`config.mk`:
```
export PLATFORM = sky130hd
export DESIGN_NAME = eth_rx_frame_parser_flat
export DESIGN_NICKNAME = d
export VERILOG_FILES = /design/src/rtl/eth_rx_frame_parser_if.sv /design/src/rtl/eth_rx_frame_parser.sv /design/src/flat_wrapper.sv
export SDC_FILE = /design/constraint.sdc
export NUM_CORES = 1
export LEC_CHECK = 0
export CORE_UTILIZATION = 50
export DETAILED_ROUTE_END_ITERATION = 10
export PLACE_DENSITY = 0.77
export SLEW_MARGIN = 20
export SYNTH_ARGS = -nofsm -noshare
export SYNTH_HDL_FRONTEND = slang
export SYNTH_SLANG_ARGS = --single-unit
```
`constraint.sdc`:
```
create_clock -name i_eth_clk -period 9.58 [get_ports i_eth_clk]
set_clock_uncertainty 0.15 [all_clocks]
set_input_delay 1.916 -clock i_eth_clk [delete_from_list [all_inputs] [get_ports i_eth_clk]]
set_output_delay 1.916 -clock i_eth_clk [all_outputs]
set_load 0.005 [all_outputs]
```
`src/rtl/eth_rx_frame_parser_if.sv`:
```
// Bus interface for eth_rx_frame_parser.
// Groups the receive byte stream, slot-ring control, memory write port, descriptor
// handshake and status counters. The parser connects through the master modport and the
// environment (byte source, memory, descriptor consumer) through the slave modport.
//   rx_dv, rx_data        byte valid / received byte (frame envelope, preamble through FCS)
//   clr_slots, slot_free  slot-ring clear pulse, consumer released oldest slot pulse
//   mem_wr_addr/we/data   slot memory write port, address = {slot, byte offset}
//   busy                  frame in progress
//   desc_*                descriptor valid/ready handshake and fields
//   slots_used            occupied slots
//   drop_count            saturating count of dropped frames
interface eth_rx_frame_parser_if #(
  parameter int unsigned SLOT_COUNT      = 64,
  parameter int unsigned SLOT_BYTES_LOG2 = 10,
  parameter int unsigned ADDR_W          = 16
);
  localparam int unsigned SlotW = $clog2(SLOT_COUNT);

  logic                     rx_dv;
  logic [7:0]               rx_data;
  logic                     clr_slots;
  logic                     slot_free;
  logic [ADDR_W-1:0]        mem_wr_addr;
  logic                     mem_we;
  logic [7:0]               mem_wr_data;
  logic                     busy;
  logic                     desc_valid;
  logic                     desc_ready;
  logic [SlotW-1:0]         desc_slot;
  logic [SLOT_BYTES_LOG2:0] desc_len;
  logic [15:0]              desc_type;
  logic                     desc_bcast;
  logic [SlotW:0]           slots_used;
  logic [15:0]              drop_count;

  modport master (
    input  rx_dv, rx_data, clr_slots, slot_free, desc_ready,
    output mem_wr_addr, mem_we, mem_wr_data, busy, desc_valid, desc_slot, desc_len,
           desc_type, desc_bcast, slots_used, drop_count
  );

  modport slave (
    output rx_dv, rx_data, clr_slots, slot_free, desc_ready,
    input  mem_wr_addr, mem_we, mem_wr_data, busy, desc_valid, desc_slot, desc_len,
           desc_type, desc_bcast, slots_used, drop_count
  );
endinterface

```
`src/rtl/eth_rx_frame_parser.sv`:
```
// Ethernet RX frame parser.
// Takes one reassembled byte per clock, strips preamble/SFD, filters on destination MAC,
// checks the FCS with an inline CRC-32 and writes payload+FCS bytes into a ring of
// fixed-size memory slots. One descriptor (slot, length, type, broadcast) is emitted per
// good frame over a valid/ready handshake. Runt, overflow, ring-full, CRC and
// descriptor-busy drops increment a saturating drop counter.
// Ports:
//   i_eth_clk  rx clock
//   i_rst      synchronous active-high reset
//   bus        eth_rx_frame_parser_if.master (byte stream, ring control, memory write
//              port, descriptor handshake, status)
// Configuration macro:
//   ETH_RX_BCAST_EN  when defined, destination FF:FF:FF:FF:FF:FF is also accepted and
//                    flagged in desc_bcast; otherwise desc_bcast stays 0.
module eth_rx_frame_parser #(
  parameter logic [47:0] MAC_ADDR        = 48'h1A2B3C4D5E6F,
  parameter int unsigned SLOT_COUNT      = 64,
  parameter int unsigned SLOT_BYTES_LOG2 = 10,
  parameter int unsigned ADDR_W          = 16
) (
  input logic                   i_eth_clk,
  input logic                   i_rst,
  eth_rx_frame_parser_if.master bus
);
  localparam int unsigned SlotW = $clog2(SLOT_COUNT);
  localparam int unsigned OffW  = SLOT_BYTES_LOG2 + 1;

  localparam logic [OffW-1:0]  OffLast    = {1'b0, {SLOT_BYTES_LOG2{1'b1}}};
  localparam logic [OffW-1:0]  OffOne     = {{SLOT_BYTES_LOG2{1'b0}}, 1'b1};
  // DEST..FCS minimum is 64 bytes; 14 header bytes are not written, so 50 must be.
  localparam logic [OffW-1:0]  MinWritten = OffW'(50);
  localparam logic [OffW-1:0]  FcsBytes   = OffW'(4);
  localparam logic [SlotW:0]   SlotsFull  = (SlotW + 1)'(SLOT_COUNT);
  localparam logic [SlotW:0]   UsedOne    = {{SlotW{1'b0}}, 1'b1};
  localparam logic [SlotW-1:0] SlotOne    = {{(SlotW - 1){1'b0}}, 1'b1};
  localparam logic [31:0]      CrcInit    = 32'hFFFF_FFFF;
  // Register value after a frame with a correct FCS has been shifted through.
  localparam logic [31:0]      CrcResidue = 32'hC704_DD7B;

  typedef enum logic [3:0] {
    StIdle, StPreamble, StDest, StSrc, StType, StPayload, StCheck, StCommit, StDrop
  } state_e;

  state_e            state_q, state_d;
  logic [2:0]        hdr_cnt_q, hdr_cnt_d;
  logic [39:0]       dest_q, dest_d;
  logic [15:0]       type_q, type_d;
  logic [31:0]       crc_q, crc_d, crc_next;
  logic [OffW-1:0]   offset_q, offset_d;
  logic [SlotW-1:0]  wr_slot_q, wr_slot_d;
  logic [SlotW:0]    used_q, used_d;
  logic [15:0]       drop_q, drop_d;
  logic              clr_pend_q, clr_pend_d;
  logic              ign_q, ign_d;
  logic              bcast_q, bcast_d;
  logic              mem_we_q, mem_we_d;
  logic [ADDR_W-1:0] mem_addr_q, mem_addr_d;
  logic [7:0]        mem_data_q, mem_data_d;
  logic              desc_valid_q, desc_valid_d;
  logic [SlotW-1:0]  desc_slot_q, desc_slot_d;
  logic [OffW-1:0]   desc_len_q, desc_len_d;
  logic [15:0]       desc_type_q, desc_type_d;
  logic              desc_bcast_q, desc_bcast_d;

  logic              drop_inc;
  logic              commit;
  logic              clr_apply;
  logic              free_ok;
  logic [47:0]       dest_shift;
  logic              dest_bcast;
  logic              dest_ok;

  // CRC-32, poly 04C11DB7, register MSB-first, data bits fed LSB first (reflected input).
  function automatic logic [31:0] crc_byte(input logic [31:0] c, input logic [7:0] d);
    logic [31:0] r;
    r = c;
    for (int i = 0; i < 8; i++) begin
      if (r[31] ^ d[i]) begin
        r = (r << 1) ^ 32'h04C1_1DB7;
      end else begin
        r = r << 1;
      end
    end
    return r;
  endfunction

  assign crc_next   = crc_byte(crc_q, bus.rx_data);
  assign dest_shift = {dest_q, bus.rx_data};

`ifdef ETH_RX_BCAST_EN
  assign dest_bcast = (dest_shift == 48'hFFFF_FFFF_FFFF);
`else
  assign dest_bcast = 1'b0;
`endif
  assign dest_ok = (dest_shift == MAC_ADDR) || dest_bcast;

  always_comb begin
    state_d      = state_q;
    hdr_cnt_d    = hdr_cnt_q;
    dest_d       = dest_q;
    type_d       = type_q;
    crc_d        = crc_q;
    offset_d     = offset_q;
    wr_slot_d    = wr_slot_q;
    clr_pend_d   = clr_pend_q | bus.clr_slots;
    ign_d        = ign_q;
    bcast_d      = bcast_q;
    mem_we_d     = 1'b0;
    mem_addr_d   = mem_addr_q;
    mem_data_d   = mem_data_q;
    desc_valid_d = desc_valid_q & ~bus.desc_ready;
    desc_slot_d  = desc_slot_q;
    desc_len_d   = desc_len_q;
    desc_type_d  = desc_type_q;
    desc_bcast_d = desc_bcast_q;
    drop_inc     = 1'b0;
    commit       = 1'b0;
    clr_apply    = 1'b0;

    unique case (state_q)
      StIdle: begin
        if (clr_pend_d) begin
          clr_apply  = 1'b1;
          clr_pend_d = 1'b0;
          wr_slot_d  = '0;
        end
        // A burst that does not open with 55 is ignored until dv drops.
        if (!bus.rx_dv) begin
          ign_d = 1'b0;
        end else if (!ign_q) begin
          if (bus.rx_data == 8'h55) begin
            state_d = StPreamble;
          end else begin
            ign_d = 1'b1;
          end
        end
      end

      StPreamble: begin
        if (!bus.rx_dv) begin
          state_d = StIdle;
        end else if (bus.rx_data == 8'hD5) begin
          if (used_q == SlotsFull) begin
            state_d  = StDrop;
            drop_inc = 1'b1;
          end else begin
            state_d   = StDest;
            hdr_cnt_d = '0;
            crc_d     = CrcInit;
            offset_d  = '0;
          end
        end else if (bus.rx_data != 8'h55) begin
          state_d = StDrop;
        end
      end

      StDest, StSrc, StType: begin
        if (!bus.rx_dv) begin
          state_d  = StIdle;
          drop_inc = 1'b1;
        end else begin
          crc_d     = crc_next;
          hdr_cnt_d = hdr_cnt_q + 3'd1;
          if (state_q == StDest) begin
            dest_d = dest_shift[39:0];
          end
          if (state_q == StType) begin
            type_d = {type_q[7:0], bus.rx_data};
          end
          if (state_q == StDest && hdr_cnt_q == 3'd5) begin
            hdr_cnt_d = '0;
            if (dest_ok) begin
              state_d = StSrc;
              bcast_d = dest_bcast;
            end else begin
              // Not addressed to us: silent drop.
              state_d = StDrop;
            end
          end else if (state_q == StSrc && hdr_cnt_q == 3'd5) begin
            hdr_cnt_d = '0;
            state_d   = StType;
          end else if (state_q == StType && hdr_cnt_q == 3'd1) begin
            hdr_cnt_d = '0;
            state_d   = StPayload;
          end
        end
      end

      StPayload: begin
        if (!bus.rx_dv) begin
          state_d = StCheck;
        end else begin
          crc_d      = crc_next;
          mem_we_d   = 1'b1;
          mem_addr_d = {wr_slot_q, offset_q[SLOT_BYTES_LOG2-1:0]};
          mem_data_d = bus.rx_data;
          offset_d   = offset_q + OffOne;
          if (offset_q == OffLast) begin
            // Slot is full; the frame cannot be kept.
            state_d  = StDrop;
            drop_inc = 1'b1;
          end
        end
      end

      StCheck: begin
        if (offset_q < MinWritten || crc_q != CrcResidue) begin
          state_d  = StIdle;
          drop_inc = 1'b1;
        end else begin
          state_d = StCommit;
        end
      end

      StCommit: begin
        state_d = StIdle;
        if (desc_valid_q && !bus.desc_ready) begin
          drop_inc = 1'b1;
        end else begin
          commit       = 1'b1;
          desc_valid_d = 1'b1;
          desc_slot_d  = wr_slot_q;
          desc_len_d   = offset_q - FcsBytes;
          desc_type_d  = type_q;
          desc_bcast_d = bcast_q;
          wr_slot_d    = wr_slot_q + SlotOne;
        end
      end

      StDrop: begin
        if (!bus.rx_dv) begin
          state_d = StIdle;
        end
      end

      default: state_d = StIdle;
    endcase
  end

  // Occupancy: a release on an empty ring is ignored, commit plus release cancel out.
  assign free_ok = bus.slot_free && (used_q != '0);

  always_comb begin
    used_d = used_q;
    if (clr_apply) begin
      used_d = '0;
    end else if (commit && !free_ok) begin
      used_d = used_q + UsedOne;
    end else if (!commit && free_ok) begin
      used_d = used_q - UsedOne;
    end
  end

  always_comb begin
    drop_d = drop_q;
    if (drop_inc && drop_q != 16'hFFFF) begin
      drop_d = drop_q + 16'd1;
    end
  end

  always_ff @(posedge i_eth_clk) begin
    if (i_rst) begin
      state_q      <= StIdle;
      hdr_cnt_q    <= '0;
      dest_q       <= '0;
      type_q       <= '0;
      crc_q        <= CrcInit;
      offset_q     <= '0;
      wr_slot_q    <= '0;
      used_q       <= '0;
      drop_q       <= '0;
      clr_pend_q   <= 1'b0;
      ign_q        <= 1'b0;
      bcast_q      <= 1'b0;
      mem_we_q     <= 1'b0;
      mem_addr_q   <= '0;
      mem_data_q   <= '0;
      desc_valid_q <= 1'b0;
      desc_slot_q  <= '0;
      desc_len_q   <= '0;
      desc_type_q  <= '0;
      desc_bcast_q <= 1'b0;
    end else begin
      state_q      <= state_d;
      hdr_cnt_q    <= hdr_cnt_d;
      dest_q       <= dest_d;
      type_q       <= type_d;
      crc_q        <= crc_d;
      offset_q     <= offset_d;
      wr_slot_q    <= wr_slot_d;
      used_q       <= used_d;
      drop_q       <= drop_d;
      clr_pend_q   <= clr_pend_d;
      ign_q        <= ign_d;
      bcast_q      <= bcast_d;
      mem_we_q     <= mem_we_d;
      mem_addr_q   <= mem_addr_d;
      mem_data_q   <= mem_data_d;
      desc_valid_q <= desc_valid_d;
      desc_slot_q  <= desc_slot_d;
      desc_len_q   <= desc_len_d;
      desc_type_q  <= desc_type_d;
      desc_bcast_q <= desc_bcast_d;
    end
  end

  assign bus.mem_wr_addr = mem_addr_q;
  assign bus.mem_we      = mem_we_q;
  assign bus.mem_wr_data = mem_data_q;
  assign bus.busy        = (state_q != StIdle);
  assign bus.desc_valid  = desc_valid_q;
  assign bus.desc_slot   = desc_slot_q;
  assign bus.desc_len    = desc_len_q;
  assign bus.desc_type   = desc_type_q;
  assign bus.desc_bcast  = desc_bcast_q;
  assign bus.slots_used  = used_q;
  assign bus.drop_count  = drop_q;

endmodule

```
`src/flat_wrapper.sv`:
```
// flat-port wrapper written by rule: the top's interface ports become plain ports
module eth_rx_frame_parser_flat 
#(
  parameter logic [47:0] MAC_ADDR        = 48'h1A2B3C4D5E6F,
  parameter int unsigned SLOT_COUNT      = 64,
  parameter int unsigned SLOT_BYTES_LOG2 = 10,
  parameter int unsigned ADDR_W          = 16
)
  (i_eth_clk, i_rst, bus_rx_dv, bus_rx_data, bus_clr_slots, bus_slot_free, bus_desc_ready, bus_mem_wr_addr, bus_mem_we, bus_mem_wr_data, bus_busy, bus_desc_valid, bus_desc_slot, bus_desc_len, bus_desc_type, bus_desc_bcast, bus_slots_used, bus_drop_count);
  eth_rx_frame_parser_if #(.SLOT_COUNT(SLOT_COUNT), .SLOT_BYTES_LOG2(SLOT_BYTES_LOG2), .ADDR_W(ADDR_W)) bus_i ();
  input logic i_eth_clk;
  input logic i_rst;
  input wire logic [$bits(bus_i.rx_dv)-1:0] bus_rx_dv;
  input wire logic [$bits(bus_i.rx_data)-1:0] bus_rx_data;
  input wire logic [$bits(bus_i.clr_slots)-1:0] bus_clr_slots;
  input wire logic [$bits(bus_i.slot_free)-1:0] bus_slot_free;
  input wire logic [$bits(bus_i.desc_ready)-1:0] bus_desc_ready;
  output wire logic [$bits(bus_i.mem_wr_addr)-1:0] bus_mem_wr_addr;
  output wire logic [$bits(bus_i.mem_we)-1:0] bus_mem_we;
  output wire logic [$bits(bus_i.mem_wr_data)-1:0] bus_mem_wr_data;
  output wire logic [$bits(bus_i.busy)-1:0] bus_busy;
  output wire logic [$bits(bus_i.desc_valid)-1:0] bus_desc_valid;
  output wire logic [$bits(bus_i.desc_slot)-1:0] bus_desc_slot;
  output wire logic [$bits(bus_i.desc_len)-1:0] bus_desc_len;
  output wire logic [$bits(bus_i.desc_type)-1:0] bus_desc_type;
  output wire logic [$bits(bus_i.desc_bcast)-1:0] bus_desc_bcast;
  output wire logic [$bits(bus_i.slots_used)-1:0] bus_slots_used;
  output wire logic [$bits(bus_i.drop_count)-1:0] bus_drop_count;
  assign bus_i.rx_dv = bus_rx_dv;
  assign bus_i.rx_data = bus_rx_data;
  assign bus_i.clr_slots = bus_clr_slots;
  assign bus_i.slot_free = bus_slot_free;
  assign bus_i.desc_ready = bus_desc_ready;
  assign bus_mem_wr_addr = bus_i.mem_wr_addr;
  assign bus_mem_we = bus_i.mem_we;
  assign bus_mem_wr_data = bus_i.mem_wr_data;
  assign bus_busy = bus_i.busy;
  assign bus_desc_valid = bus_i.desc_valid;
  assign bus_desc_slot = bus_i.desc_slot;
  assign bus_desc_len = bus_i.desc_len;
  assign bus_desc_type = bus_i.desc_type;
  assign bus_desc_bcast = bus_i.desc_bcast;
  assign bus_slots_used = bus_i.slots_used;
  assign bus_drop_count = bus_i.drop_count;
  eth_rx_frame_parser #(.MAC_ADDR(MAC_ADDR), .SLOT_COUNT(SLOT_COUNT), .SLOT_BYTES_LOG2(SLOT_BYTES_LOG2), .ADDR_W(ADDR_W)) u_core (.i_eth_clk(i_eth_clk), .i_rst(i_rst), .bus(bus_i));
endmodule
```
# Yosys cells after proc, flatten, opt, wreduce, memory -nomap -nowiden
# Index checks and enable logic that the tools add are counted.
[op_classes]
n_reduce_logical = 34
n_eq_ne = 33
magnitude_cmp = 1
bitwise_logic = 21
n_mux = 67
add_sub_neg = 7
[ops]
columns = ["operator", "count"]
rows = [
  ["$mux 27", 8],
  ["$mux 32", 4],
  ["$not 14->14", 8],
  ["$pmux 32 s2", 1],
  ["$mux 4", 15],
  ["$eq 48x45->1 const B", 1],
  ["$mux 11", 4],
  ["$ne 32x32->1 const B", 1],
  ["$mux 3", 8],
  ["$pmux 4 s6", 1],
  ["$pmux 11 s2", 1],
  ["$mux 1", 18],
  ["$add 16x1->16 const B", 1],
  ["$eq 4x3->1 const B", 4],
  ["$ne 16x16->1 const B", 1],
  ["$ne 2x2->1 const B", 8],
  ["$reduce_and 5->1", 3],
  ["$mux 7", 2],
  ["$mux 6", 2],
  ["$pmux 6 s2", 1],
  ["$add 11x1->11 const B", 1],
  ["$eq 11x10->1 const B", 1],
  ["$lt 11x6->1 const B", 1],
  ["$sub 11x3->11 const B", 1],
  ["36 further kinds", 67],
]
[totals]
elab_cells = 181
regBits = 196

# Longest topological paths before layout
[depth]
word_depth = 18
ltp_mapped = 16
mapped_depth_nobuf = 12

# Worst setup path before layout
# No wires, ideal clock.
[synth_path]
path_type = "input to register"
from = "in bus_desc_ready"
to = "reg u_core.used_q[6], in the netlist u_core.bus.slots_used[6]"
path_stages = 14
arrival_ps = 4566
setup_slack_ps = 4737
path_cell_list = "nor2b_1 or2_2 clkbuf_1 clkinv_1 clkbuf_1 ha_1 inv_1 ha_1 a21o_1 a21o_1 a211o_1 o211ai_1 xnor2_1 nor2_1"
[synth_between]
elab_chain_cells = 7
word_cells_on_any_way = 9
cone_classes = "mux (3); reduce/logical (6)"
[synth_lines]
columns = ["item", "line", "source"]
rows = [
  ["start: declaration", "flat_wrapper.sv:17", "input wire logic [$bits(bus_i.desc_ready)-1:0] bus_desc_ready;"],
  ["$logic_not 1->1 *", "eth_rx_frame_parser.sv:217", "if (desc_valid_q && !bus.desc_ready) begin"],
  ["$logic_and 1x1->1 *", "eth_rx_frame_parser.sv:217", ""],
  ["$mux 1 *", "eth_rx_frame_parser.sv:217", ""],
  ["$mux 1 *", "eth_rx_frame_parser.sv:120", "unique case (state_q)"],
  ["via u_core.commit", "eth_rx_frame_parser.sv:66", "logic commit;"],
  ["$logic_not 1->1", "eth_rx_frame_parser.sv:249", "end else if (!commit && free_ok) begin"],
  ["$logic_and 1x1->1", "eth_rx_frame_parser.sv:249", ""],
  ["$reduce_bool 2->1 (no line)", "n/a", ""],
  ["end signal: assignment", "eth_rx_frame_parser.sv:291", "used_q <= used_d;"],
  ["end: declaration", "eth_rx_frame_parser.sv:51", "logic [SlotW:0] used_q, used_d;"],
]
# The timed path passes the listed nets; every way through them passes the cells marked *.
# A chain may end at the register's enable or synchronous reset.

# Final worst setup path
[layout_path]
from = "in bus_desc_ready"
to = "reg u_core.used_q[6], in the netlist u_core.bus.slots_used[6]"
[layout_between]
elab_chain_cells = 7
word_cells_on_any_way = 9
cone_classes = "mux (3); reduce/logical (6)"
[layout_lines]
columns = ["item", "line"]
rows = [
  ["$logic_not 1->1 *", "eth_rx_frame_parser.sv:217"],
  ["$logic_and 1x1->1 *", "eth_rx_frame_parser.sv:217"],
  ["$mux 1 *", "eth_rx_frame_parser.sv:217"],
  ["$mux 1 *", "eth_rx_frame_parser.sv:120"],
  ["$logic_not 1->1", "eth_rx_frame_parser.sv:249"],
  ["$logic_and 1x1->1", "eth_rx_frame_parser.sv:249"],
  ["$reduce_bool 2->1 (no line)", "n/a"],
]
# Every way passes the cells marked *; elsewhere a longest branch is shown, timed or not.

==> impl_metrics.tcl <==
set metrics [dict create \
    io_buffers 96 \
    hold_violations 0 \
    grt_pass1_vias 7095 \
    ant_nets 0 \
    crit_type "in -> reg" \
    drtPass1Iterations 5 \
    max_clock_freq_mhz 200 \
    cts_buffer_depth 2 \
    seq_area_frac_synth 0.428 \
    syn_inst 1127 \
    hp-start "u_core.bus.mem_wr_data[7]" \
    worst_setup_path_end_kind "flop" \
    p_clk_frac 0.370 \
    synth-async-reset-ratio 0 \
    yosysWarnings 0 \
    path_cells "clkdlybuf4s50_1, nor2b_1, or2_2, clkinv_1, ha_1, inv_1, ha_1, a21o_1, a21o_1, a211o_1, o211ai_1, xnor2_1, nor2_1" \
    setup_viol 0 \
    htreeDepth 4 \
    clockRootBuffer "clkbuf_16" \
    slowest_delay_ns 0.53 \
    sw_frac_of_total 0.296 \
    status "finished clean" \
    regToRegSetupSlack_ns 5.97 \
    p_leak_nw 3.62 \
    dp_hpwl_mm 14.5 \
    seq_power_share 0.449 \
    yosys.area.top_type_share 0.428 \
    layout-drive-gt1-share 0.0657 \
    tightest_slew_ns 1.04 \
    grt_antenna_before_repair 0 \
    ys_ff_latch 196 \
    dieArea_um2 18900 \
    ys.flop_type "dfxtp_1" \
    power_frac_comb 0.181 \
    numCtsBuffers 17 \
    min_path_type "reg -> reg" \
    route.detailed.drc 0 \
    reg2reg_depth 12 \
    timing.rr.end "u_core.bus.slots_used[6]" \
    insertedDiodeCount 0 \
    syn_avg_cell_area_um2 8.13 \
    rsz0062_at_grt "no" \
    p_int_mw 1.34 \
    drt-vias-per-instance 5.61 \
    start_kind "input port" \
    finalCritPeriodShare 0.522 \
    mostFrequentLayoutCells "232 x nand2_1, 196 x dfxtp_1, 139 x a21oi_1, 95 x clkdlybuf4s50_1, 81 x nor2_1" \
    std_cell_rows 49 \
    syn_nets 1156 \
    grt_start_max_net_pins 107 \
    synth_area_leader_cell "dfxtp_1" \
    clock_latency_ns 0.44 \
    min_to "u_core.bus.mem_wr_data[7]" \
    num_vias 7952 \
    post_cts_buffers 0 \
    ios 98 \
    synth_cell_types 68 \
    wl_per_cell_um 15.2 \
    fillerInstances 1548 \
    period_minus_slack_ns 5.00 \
    final_common_cell "nand2_1" \
    worstPathMaxFanout 28 \
    report.final.slew_viol_count 0 \
    r2r-start "u_core.state_q[1]" \
    coreArea_um2 18000 \
    cp.arrival_ns 5.17 \
    overflow 0 \
    cts_hold_buffers 0 \
    grt_usage 0.233 \
    drv_cap 0 \
    synth_edf_count 0 \
    p_sw_mw 0.564 \
    tns_ns 0 \
    initial_utilization 0.510 \
    fin_nets 1204 \
    hold_path_depth 2 \
    drtIter0Drc 538 \
    crit_start "bus_desc_ready" \
    fin_cells 1417 \
    ctsResizeCount 0 \
    p_per_area_nw_per_um2 177 \
    cts_tree "yes" \
    gp_congestion 0.856 \
    routed_wl_mm 21.5 \
    dp_cells 1385 \
    worst_path_max_delay_cell "or2_2" \
    synth_area_um2 9170 \
    die_x_um 137 \
    clock_sinks 196 \
    grt_pass1_wl_mm 34.9 \
    slew_headroom 0.307 \
    synthTopCellsByArea "dfxtp_1 43%, nand2_1 9.5%, a21oi_1 7.6%" \
    peakVddDrop_mv 0.136 \
    clk_pin_slew_ns 0.08 \
    area_growth_pct 17.3 \
    die_height_um 137 \
    required_ns 9.75 \
]
## kinds of logic (layout without fill, tap and decap cells)
group,after synthesis,count (layout),share of synthesized area
flip-flops,196,196,0.428
other,1,1,0.000409
AO/OA/AOI/OAI,231,231,0.146
buffers and inverters,89,150,0.0384
AND/OR/NAND/NOR,493,493,0.257
adder cells (fa/ha/maj),15,15,0.0213
XOR/XNOR,93,93,0.0988
multiplexers,9,9,0.0105
## synthesized netlist by cell type (3+ instances only)
library cell,instances
o21ai_0,26
or2_2,16
and4_1,5
dfxtp_1,196
nand3_1,21
a211oi_1,11
o22ai_1,6
nor3b_1,4
a31oi_1,17
nor4b_1,4
xor2_1,23
nand4b_1,7
or3_1,11
buf_1,3
mux2_2,5
xnor2_1,61
nor2b_1,7
mux2i_1,4
ha_1,14
clkbuf_1,61
xor2_2,4
buf_2,6
nand2_1,232
or4b_2,3
o21bai_1,4
and3_1,8
a21oi_1,139
nand2b_1,18
nor4_1,17
a21o_1,5
nor3_1,21
inv_1,14
nand4_1,20
nor2_1,82
nand3b_1,4
## power groups by stage
stage                     clock [mW]  sequential, mW  combinational, mW
after floorplan                    0           0.867              0.266
after global placement             0           0.874              0.342
after detailed placement           0           0.874              0.344
after CTS                      0.715           0.855              0.347
after global routing           0.746           0.859              0.386
final                          0.705           0.855              0.345
## critical path: cells and delay by family
kind / cells / cell delay, ns
compound gates: 4 / 0.79
fa+ha+maj: 2 / 0.59
xor+xnor: 1 / 0.14
buf+inv: 3 / 0.87
simple gates: 3 / 0.87
## routing by layer
metal  GRT usage  share of wire
met3      0.0386          0.051
met4      0.0800          0.018
met5           0              0
met1       0.309           0.46
met2       0.381           0.47
## flip-flops by register name (all words and copies together), names as in the netlist
register,count
u_core.dest_q,40
u_core.crc_q,32
u_core.bus.desc_type,16
u_core.bus.drop_count,16
u_core.bus.mem_wr_addr,16
u_core.type_q,16
u_core.bus.desc_len,11
u_core.offset_q,11
u_core.bus.mem_wr_data,8
u_core.bus.slots_used,7
u_core.bus.desc_slot,6
u_core.wr_slot_q,6
u_core.state_q,4
u_core.hdr_cnt_q,3
u_core.bus.desc_valid,1
u_core.bus.mem_we,1
u_core.clr_pend_q,1
u_core.ign_q,1
## per-stage QoR
step	hold WS (ns)	cell area [µm²]	util	power [mW]	worst slack, ns
floorplan	0.281	9170	-	1.13	4.74
global placement	0.292	10200	0.566	1.22	4.23
detailed placement	0.294	10200	0.566	1.22	4.13
CTS	0.305	10800	0.599	1.92	4.58
global route	0.322	10800	0.599	1.99	4.34
finish	0.303	10800	0.599	1.90	4.58
## how the worst max path moves through the flow
| stage | end | slack (ns) |
|---|---|---|
| finish | u_core.bus.slots_used[6] | 4.58 |
| global route | u_core.bus.slots_used[6] | 4.34 |
| floorplan | u_core.bus.slots_used[6] | 4.74 |
| global placement | u_core.bus.slots_used[6] | 4.23 |
| CTS | u_core.bus.slots_used[6] | 4.58 |
| detailed placement | u_core.bus.slots_used[6] | 4.13 |
## layout make-up
cell class	count	area [µm²]	share of cell area
Clock buffer	17	425	0.0395
Clock inverter	15	160	0.0149
Inverter	15	56.3	0.00523
Multi-Input combinational cell	842	4890	0.455
Sequential cell	196	3920	0.365
Tap cell	229	287	0.0266
Timing Repair Buffer	103	1010	0.0940
Note: power is estimated with default switching activity, not from simulation.
==> variant (same settings) <==
Add a define of `ETH_RX_BCAST_EN`.
--- a/src/rtl/eth_rx_frame_parser.sv
+++ b/src/rtl/eth_rx_frame_parser.sv
@@ -12,6 +12,8 @@
 // Configuration macro:
 //   ETH_RX_BCAST_EN  when defined, destination FF:FF:FF:FF:FF:FF is also accepted and
 //                    flagged in desc_bcast; otherwise desc_bcast stays 0.
+`define ETH_RX_BCAST_EN
+
 module eth_rx_frame_parser #(
   parameter logic [47:0] MAC_ADDR        = 48'h1A2B3C4D5E6F,
   parameter int unsigned SLOT_COUNT      = 64,
Formal check against the unedited RTL: no difference found for any inputs over 4 cycles, from zero or initial values and one cycle with i_rst high; that may be too few to reach the edited logic, so the function may still have changed.
==> variant against the unedited design <==
- count of clock-buffer cells in the layout grew 1
- critical path depth is the same
- die area shrank 0.70%
- clock power grew 7.5%
- maximum frequency grew 0.41%
- area after synthesis shrank 0.71%
- sequential power grew 4.2%
- sequential cell count grew 2
- first-iteration DRC count grew 11%
- design area shrank 0.10%
- total power grew 9.8%
- setup slack gained 0.020 ns
- routed wire length grew 1.2%
- critical endpoint is now u_core.bus.slots_used[5]
- highest routed layer unchanged
==> variant: results (changes against the unedited design) <==
stage,metric,value,unit,change
worst_setup_path,crit_path_end,u_core.bus.slots_used[5],,
finish,layout-drive-gt1-share,0.04545,,-0.02020
grt,grt_pass1_wl,35.83,mm,+2.6%
power_and_ir_drop,power.total,2.090,mW,+9.8%
placed_design,numPortBuffers,97,,+1.0%
worst_setup_path,reg2reg_from,u_core.state_q[2],,
placed_design,post-place-ws,4.167,ns,+0.03587 ns
timing,slew_headroom,0.2790,,-0.02848
grt,grt_pass1_vias,7435,,+4.8%
finish,buffer_area_frac,0.09500,,+0.001029
synth,synth_seq_area_share,0.4355,,+0.007458
clock_tree,clock_latency,0.44,ns,about the same
run_status,status,completed,,
finish,multi_input_area,4815,um^2,-1.6%
finish,sh_seq_area,0.3688,,+0.004106
finish,nets,1203,,-0.083%
power_and_ir_drop,power.share.clock,0.362,,-0.008
finish,comb.multi_input.count,843,,+0.12%
synth,muxShareOfSynthArea,0.005911,,-0.004598
power_and_ir_drop,sw_frac_of_total,0.2951,,-0.001169
drt,drt_iter0_drc,597,,+11%
synth,synth.distinct_cells,61,,-10%
power_and_ir_drop,max-vdd-ir-drop,0.1382,mV,+1.3%
drt,wl_per_cell,15.41,um,+1.5%
finish,nonClockBufferCount,104,,+0.97%
finish,inv_count,11,,-4
worst_setup_path,cp.arrival,5.15,ns,-0.02 ns
worst_hold_path,hold_class,reg -> reg,,
timing,max_freq,200.9,MHz,+0.41%
worst_setup_path,cp_max_fo,29,,+3.6%
worst_hold_path,holdCritStartpoint,u_core.type_q[10],,
synth,synthAdderAreaFrac,0.02007,,-0.001222
power_and_ir_drop,powerComb,442,uW,+28%
power_and_ir_drop,p_leak,3.601,nW,-0.55%
placed_design,routabilityCongestion,0.9036,,+5.5%
clock_tree,post_cts_buffers,0,,unchanged
finish,area_share_clock_buf_inv,0.05810,,+0.003666
synth,ys_ff_latch,198,,+1.0%
synth,synth-compound-area-share,0.1584,,+0.01245
synth,synth-xor-area-share,0.08948,,-0.009328
synth,synth_area_per_cell,8.077,um^2,-0.71%
drt,wl,21.78,mm,+1.2%
finish,fillerInstances,1533,,-0.97%
finish,antenna_cells,0,,unchanged
placed_design,hpwlAfterDp,14.80,mm,+2.2%
synth,synthTopCellsByArea,"dfxtp_1, nand2_1, a21oi_1, xnor2_1, nor2_1",,
finish,clock_buffers,18,,+1
timing,hold_ws,0.3059,ns,+0.002589 ns
synth,ys_warn_count,0,,unchanged
placed_design,place_area,10120,um^2,-0.53%
grt,grt.total_usage,0.2385,,+0.005803
floorplan,die-width,136.9,um,-0.35%
drt,via_count,8003,,+0.64%
synth,ys_top_cells_by_count,"nand2_1, dfxtp_1, a21oi_1",,
worst_hold_path,min_to,u_core.bus.desc_type[10],,
finish,syn_to_final_growth,18.06,%,
variant: cell count changes after synthesis, moves of 9 or more:
| cell | before | now |
|---|---|---|
| o21bai_1 | 4 | 16 |
| o22ai_1 | 6 | 20 |
| nor2_1 | 82 | 73 |
| or2_2 | 16 | 5 |
| a31oi_1 | 17 | 1 |
| or4_1 | 1 | 12 |
| o31ai_1 | 1 | 12 |
| o21ai_0 | 26 | 15 |
variant: metal layers:
metal,global-route usage,share of wire,vias to the layer above
met1,0.3073,0.45,3778
met5,0,0,-
met3,0.04704,0.049,24
li1,-,-,4001
met2,0.4046,0.49,200
met4,0.06349,0.012,0
variant: critical path, delay by kind of cell:
| family | cells | cell delay, ns |
|---|---|---|
| adders and majority gates | 2 | 0.53 |
| AOI/OAI and AO/OA | 4 | 0.68 |
| and+or+nand+nor | 4 | 1.21 |
| buffers and inverters | 3 | 0.82 |
